## config.mk

```make
export PLATFORM = sky130hd
export DESIGN_NAME = spi_adc_responder
export DESIGN_NICKNAME = d
export VERILOG_FILES = /design/src/rtl/spi_adc_responder.sv
export SDC_FILE = /design/constraint.sdc
export NUM_CORES = 1
export LEC_CHECK = 0
export ABC_AREA = 1
export BUFFER_PORTS_ARGS = -buffer_cell sky130_fd_sc_hd__buf_2
export CAP_MARGIN = 20
export CORE_ASPECT_RATIO = 1.1
export CORE_MARGIN = 4
export CORE_UTILIZATION = 62
export DETAILED_ROUTE_END_ITERATION = 7
export PLACE_DENSITY = 0.88
export RECOVER_POWER = 100
export SLEW_MARGIN = 10
export SYNTH_ARGS = -nofsm -noshare
export SYNTH_HDL_FRONTEND = slang
export SYNTH_SLANG_ARGS = --single-unit
```

## constraint.sdc

```tcl
create_clock -name clk -period 4.5 [get_ports clk]
set_clock_uncertainty 0.2 [all_clocks]
set_input_delay 0.675 -clock clk [delete_from_list [all_inputs] [get_ports clk]]
set_output_delay 0.675 -clock clk [all_outputs]
set_load 0.02 [all_outputs]
```

## src/rtl/spi_adc_responder.sv

```systemverilog
// SPI mode-0 responder emulating a 12-bit ADC: 4 zero bits then the sample, MSB first. Pin-to-pulse latency is SYNC_STAGES+1 clk.
// sample_ready is high only in IDLE, with no backpressure on the SPI side. Define SPI_RESP_RAMP_EN to transmit an internal ramp instead of sample_in.
module spi_adc_responder #(
  parameter int FRAME_BITS  = 16,
  parameter int SYNC_STAGES = 2
) (
  input  logic        clk,
  input  logic        rst_n,
  input  logic        sck,
  input  logic        cs_n,
  input  logic        mosi,
  output logic        miso,
  output logic        miso_oe,
  input  logic [11:0] sample_in,
  input  logic        sample_valid,
  output logic        sample_ready,
  output logic [15:0] rx_data,
  output logic        frame_done,
  output logic        frame_err
);

  localparam int CW = $clog2(FRAME_BITS + 1);

  typedef enum logic [1:0] {IDLE, LOAD, SHIFT, DONE} state_t;

  state_t state, state_next;

  logic [SYNC_STAGES-1:0] sck_meta, cs_meta, mosi_meta;
  logic                   sck_prev, cs_prev, mosi_sync;
  logic                   sck_rise, sck_fall, cs_fall, cs_rise;

  logic [FRAME_BITS-1:0]  shreg, shreg_next;
  logic [15:0]            rxreg, rxreg_next;
  logic [CW-1:0]          bitcnt, bitcnt_next;
  logic [15:0]            rx_data_next;
  logic                   done_next, err_next, miso_next, oe_next;
  logic [11:0]            tx_sample;

`ifdef SPI_RESP_RAMP_EN
  logic [11:0] ramp, ramp_next;
  assign tx_sample = ramp;
`else
  logic [11:0] hold, hold_next;
  assign tx_sample = hold;
`endif

  // Edge pulses are registered, so mosi is delayed one extra stage to stay aligned with sck_rise.
  always_ff @(posedge clk or negedge rst_n) begin
    if (!rst_n) begin
      sck_meta  <= '0;
      cs_meta   <= '1;
      mosi_meta <= '0;
      sck_prev  <= 1'b0;
      cs_prev   <= 1'b1;
      mosi_sync <= 1'b0;
      sck_rise  <= 1'b0;
      sck_fall  <= 1'b0;
      cs_fall   <= 1'b0;
      cs_rise   <= 1'b0;
    end else begin
      sck_meta  <= {sck_meta[SYNC_STAGES-2:0], sck};
      cs_meta   <= {cs_meta[SYNC_STAGES-2:0], cs_n};
      mosi_meta <= {mosi_meta[SYNC_STAGES-2:0], mosi};
      sck_prev  <= sck_meta[SYNC_STAGES-1];
      cs_prev   <= cs_meta[SYNC_STAGES-1];
      mosi_sync <= mosi_meta[SYNC_STAGES-1];
      sck_rise  <= sck_meta[SYNC_STAGES-1] & ~sck_prev;
      sck_fall  <= ~sck_meta[SYNC_STAGES-1] & sck_prev;
      cs_fall   <= ~cs_meta[SYNC_STAGES-1] & cs_prev;
      cs_rise   <= cs_meta[SYNC_STAGES-1] & ~cs_prev;
    end
  end

  always_ff @(posedge clk or negedge rst_n) begin
    if (!rst_n) begin
      state      <= IDLE;
      shreg      <= '0;
      rxreg      <= '0;
      bitcnt     <= '0;
      rx_data    <= '0;
      frame_done <= 1'b0;
      frame_err  <= 1'b0;
      miso       <= 1'b0;
      miso_oe    <= 1'b0;
`ifdef SPI_RESP_RAMP_EN
      ramp       <= '0;
`else
      hold       <= '0;
`endif
    end else begin
      state      <= state_next;
      shreg      <= shreg_next;
      rxreg      <= rxreg_next;
      bitcnt     <= bitcnt_next;
      rx_data    <= rx_data_next;
      frame_done <= done_next;
      frame_err  <= err_next;
      miso       <= miso_next;
      miso_oe    <= oe_next;
`ifdef SPI_RESP_RAMP_EN
      ramp       <= ramp_next;
`else
      hold       <= hold_next;
`endif
    end
  end

  assign sample_ready = (state == IDLE);

  always_comb begin
    state_next   = state;
    shreg_next   = shreg;
    rxreg_next   = rxreg;
    bitcnt_next  = bitcnt;
    rx_data_next = rx_data;
    done_next    = 1'b0;
    err_next     = 1'b0;
`ifdef SPI_RESP_RAMP_EN
    ramp_next    = ramp;
`else
    hold_next    = hold;
    // Accepting in the cs_fall cycle lets that sample go out in the frame it opens.
    if (sample_valid && sample_ready) hold_next = sample_in;
`endif

    case (state)
      IDLE: begin
        if (cs_fall) state_next = LOAD;
      end
      LOAD: begin
        shreg_next  = FRAME_BITS'(tx_sample);
        bitcnt_next = '0;
        state_next  = SHIFT;
      end
      SHIFT: begin
        if (sck_rise) begin
          rxreg_next = {rxreg[14:0], mosi_sync};
          if (bitcnt != CW'(FRAME_BITS)) bitcnt_next = bitcnt + CW'(1);
        end
        // Shifting on the falling edge keeps miso stable across the master's rising-edge sample.
        if (sck_fall) shreg_next = {shreg[FRAME_BITS-2:0], 1'b0};
        if (cs_rise) begin
          if (bitcnt == CW'(FRAME_BITS)) begin
            state_next = DONE;
          end else begin
            state_next = IDLE;
            err_next   = 1'b1;
          end
        end
      end
      DONE: begin
        rx_data_next = rxreg;
        done_next    = 1'b1;
        state_next   = IDLE;
`ifdef SPI_RESP_RAMP_EN
        ramp_next    = ramp + 12'd1;
`endif
      end
      default: state_next = IDLE;
    endcase

    miso_next = (state_next == SHIFT) ? shreg_next[FRAME_BITS-1] : 1'b0;
    oe_next   = (state_next == LOAD) || (state_next == SHIFT);
  end

endmodule

```

Yosys cells after proc, flatten, opt, wreduce, memory -nomap -nowiden
Index checks and enable logic that the tools add are counted.

storage, ports and cells
  register bits after elaboration = 84
  input bits = 18
  output and inout port bits = 21

cells by class
  add/subtract/negate cells = 1
  equality and inequality tests = 10
  mux-type cells = 14
  bitwise logic cells = 8
  reduce and logical (&&, ||, !) cells = 7

operators with widths
  operator                                                               number
  16-bit case mux with 2 select lines                                    1
  16-bit two-way mux                                                     1
  5-bit two-way mux                                                      2
  5-bit case mux with 2 select lines                                     1
  2-bit case mux with 4 select lines                                     1
  2-bit equality test, second input constant                             3
  2-bit two-way mux                                                      3
  2-bit != test, second input constant                                   3
  5-bit by 1-bit adder with 5-bit output, second input constant          1
  5-bit equality test, second input constant                             1
  1-bit two-way mux                                                      5
  5-bit != test, second input constant                                   1
  1-bit bitwise AND                                                      4
  2-bit by 1-bit equality test with 1-bit output, second input constant  2
  1-bit NOT                                                              4
  2-bit AND reduction                                                    2
  3-bit AND reduction                                                    1
  2-bit logical NOT                                                      1
  2-bit nonzero test                                                     1
  1-bit logical AND                                                      1
  1-bit logical OR                                                       1

Depth between registers and ports, before layout
  depth in word-level cells = 6
  gate-level depth with buffers = 12
  gate-level depth less buffers = 12

Least setup slack after synthesis
OpenSTA, ideal clock, no wires.

  path type = reg-to-reg
  start point = register state[0]
  end point = register miso
  arrival time = 1,436 ps
  data required time = 4,172 ps
  path slack = 2,737 ps
  cell stages (with the launch flop) = 10
  period minus slack after synthesis = 1,763 ps
  cells stage by stage = dfrtp_1 inv_1 ha_1 inv_1 a21oi_1 inv_1 nand2_1 inv_1 ha_1 nor3b_1

on the way
  cells in the longest elaborated chain, start to end = 4

ends and longest elaborated chain
  element                             line  RTL
  from (decl)                         26    state_t state, state_next;
  from (signal assigned)              91    state <= state_next;
  2-bit logical NOT                   --
  named net sample_ready              16    output logic sample_ready,
  2-bit case mux with 4 select lines  126   case (state)
  named net state_next[0]             26
  2-bit equality test                 162   miso_next = (state_next == SHIFT) ? shreg_next[FRAME_BITS-1] : 1'b0;
  1-bit two-way mux                   162
  named net miso_next                 36    logic done_next, err_next, miso_next, oe_next;
  to (signal assigned)                98    miso <= miso_next;
  to (decl)                           12    output logic miso,

The timed path passes the listed nets, and every way through them passes these cells.
A chain may end at the register's enable or synchronous reset.

Final worst setup path
  start point = register state[1]
  end point = register shreg[7]

on the way
  cells in the longest elaborated chain, start to end = 3

ends and longest elaborated chain
  element                                                                                       line  RTL
  2-bit equality test / 2-bit by 1-bit equality test with 1-bit output (equally long branches)  126
  2-bit != test (no source line) / 2-bit nonzero test (equally long branches)                   --
  2-bit AND reduction (no source line)                                                          --
  to (signal assigned)                                                                          92    shreg <= shreg_next;
  to (decl)                                                                                     32    logic [FRAME_BITS-1:0] shreg, shreg_next;

Several ways; a longest one is shown, not always the timed one.

==> results.sh <==
export IMPL_outcome="complete, but fails checks"
export IMPL_violations="max-capacitance violations, max-slew violations"
export IMPL_gp_congestion=0.8303
export IMPL_synthCells=355
export IMPL_critPathMaxFanout=12
export IMPL_ctsResizeCount=0
export IMPL_ir_drop_v=0.0004386
export IMPL_grt_overflow_total=0
export IMPL_chipWidth_um=78.54
export IMPL_max_slew_margin_rel=-0.6699
export IMPL_drc=0
export IMPL_wl_per_cell_um=14.41
export IMPL_drt_pre_antenna_iters=5
export IMPL_p_per_area_mw_per_mm2=630.5
export IMPL_tightest_slew_ns=2.505
export IMPL_cts_buffer_depth=2
export IMPL_grt_setup_unrepaired="no"
export IMPL_critPathLaunchType="flip-flop"
export IMPL_synth_seq_area_share=0.6206
export IMPL_synth_ff_latch_count=84
export IMPL_cts_sinks=84
export IMPL_htree_levels=3
export IMPL_post_cts_repair_setup_buffers=0
export IMPL_grt_pass1_wl_um=11120
export IMPL_via_count=2473
export IMPL_grt_pass1_vias=2453
export IMPL_synth_area_sq_mm=0.003393
export IMPL_area_delta_synth_final_pct=12.32
export IMPL_max_freq_ghz=0.3269
export IMPL_final_common_cell="dfrtp_1"
export IMPL_core_area_sq_mm=0.005169
export IMPL_required_ns=4.55
export IMPL_dp_hpwl_um=3982
export IMPL_io_pins=39
export IMPL_synth_nets=380
export IMPL_ctsHoldBuffers=0
export IMPL_syn_avg_cell_area_sq_um=9.558
export IMPL_post_place_ws_ns=2.237
export IMPL_hold_path_class="reg -> reg"
export IMPL_finalNetCount=417
export IMPL_initial_utilization=0.6565
export IMPL_yosysTopAreaCell="dfrtp_1"
export IMPL_grt_max_degree=85
export IMPL_cts_tree="yes"
export IMPL_final_cell_mix="dfrtp_1 (81), nand2_1 (60), inv_1 (58)"
export IMPL_cts_root_buffer="clkbuf_8"
export IMPL_clk_pin_slew_ns=0.08
export IMPL_antenna_found_initial=0
export IMPL_layout_min_cycle_time_ns=3.060
export IMPL_setup_violations=0
export IMPL_final_period_utilization=0.6799
export IMPL_drt_iter0_drc=175
export IMPL_crit_arrival_ns=3.11
export IMPL_io_buffers=38
export IMPL_drv_cap=1
export IMPL_grt_usage=0.2131
export IMPL_fin_cells=469
export IMPL_die_area_sq_mm=0.006722
export IMPL_leakagePower_nw=1.841
export IMPL_vias_per_cell=5.273
export IMPL_wl_um=6756
export IMPL_drv_slew=48
export IMPL_finalHoldViolCount=0
export IMPL_placed_area_sq_mm=0.003600
export IMPL_design_area_sq_mm=0.003811
export IMPL_crit_type="reg -> reg"
export IMPL_drive_above_1_share=0.1008
export IMPL_clock_latency_ns=0.35
export IMPL_cts_buffers=9
export IMPL_antennaDiodeCount=0
export IMPL_synth_area_top_cells="dfrtp_1 (60%), nand2_1 (6.5%), inv_1 (6.3%)"
export IMPL_yosysTopAreaCellShare=0.5973
export IMPL_die_h_um=85.59
export IMPL_dpl_cell_count=451
export IMPL_row_count=27
export IMPL_fin_tns_setup_ns=0
export IMPL_setup_slack_ns=1.441
export IMPL_worst_setup_path_end_kind="flip-flop"
export IMPL_drtAntennaViolNets=0
export IMPL_yosys_warnings=0
export IMPL_ys_types=26
## flip-flops by register name (all words and copies together) (netlist names), 5 cells and up
signal	cells
bitcnt	5
hold	12
rx_data	16
rxreg	16
shreg	16
## cell families after synthesis
| logic type | Yosys count | share of synthesized area |
|---|---|---|
| XOR/XNOR | 1 | 0.002582 |
| flip-flops | 84 | 0.6206 |
| buffers and inverters | 73 | 0.08776 |
| adder cells (fa/ha/maj) | 7 | 0.02581 |
| AO/OA/AOI/OAI | 70 | 0.1106 |
| AND/OR/NAND/NOR | 117 | 0.1427 |
| multiplexers | 3 | 0.009955 |
## report_power, final
group	internal (mW)	leakage (nW)	switching, mW
Combinational	0.207	0.660	0.513
Clock	0.359	0.116	0.263
Sequential	0.967	1.07	0.0944
## path summary, 6_finish.rpt
check	from	end	slack, ns	depth (start not counted)
max	state[1]	shreg[7]	1.44	8
min	mosi_meta[1]	mosi_sync	0.16	0
max reg2reg	state[1]	shreg[7]	1.44	8
min reg2reg	mosi_meta[1]	mosi_sync	0.16	0
max in group asynchronous	rst_n	shreg[14]	1.79	1
min in group asynchronous	rst_n	rx_data[10]	0.89	1
## worst max-delay path, cell delays in order, from the launching register on
cell and delay (ns):
dfrtp_1 0.45, inv_1 0.13, ha_1 0.21, inv_1 0.21, o21ai_0 1.02, inv_2 0.20
nor2_4 0.30, nand2_1 0.12, o21ai_0 0.12
## synth_stat cells, drive strengths merged
cell / count
clkbuf: 6
nor2: 41
ha: 7
nand3: 13
dfstp: 3
nand4: 2
nor3b: 1
o21ai: 32
buf: 8
o22ai: 9
nand2: 60
a21oi: 28
o31ai: 1
mux2: 3
dfrtp: 81
inv: 59
xnor2: 1
## per-layer routing
layer  GRT usage  vias to the layer above  wire length [um]
met5           0                        -                 0
met2      0.3792                       76              3609
li1            -                     1180                 -
met1      0.2523                     1204              2728
met3     0.03887                       13               297
met4     0.09221                        0               120
## final cells by class
class                   instances  area (sq um)
clock buffers                  13         168.9
repair buffers                 40         186.4
well taps                      72         90.09
inverters                      59         221.5
fillers                       362          1358
clock inverters                 3         67.56
multi-input cells             198         970.9
flip-flops and latches         84          2106
## metrics by stage
| stage | hold slack [ns] | power [mW] | util |
|---|---|---|---|
| 3_3_place_gp | 0.1315 | 1.765 | 0.6964 |
| 4_1_cts | 0.1616 | 2.433 | 0.7422 |
| 2_1_floorplan | 0.1312 | 1.599 | - |
| 5_1_grt | 0.1713 | 2.550 | 0.7374 |
| 6_report | 0.1627 | 2.403 | 0.7374 |
| 3_5_place_dp | 0.1347 | 1.802 | 0.6964 |
Power figures use the tool's default switching activity.
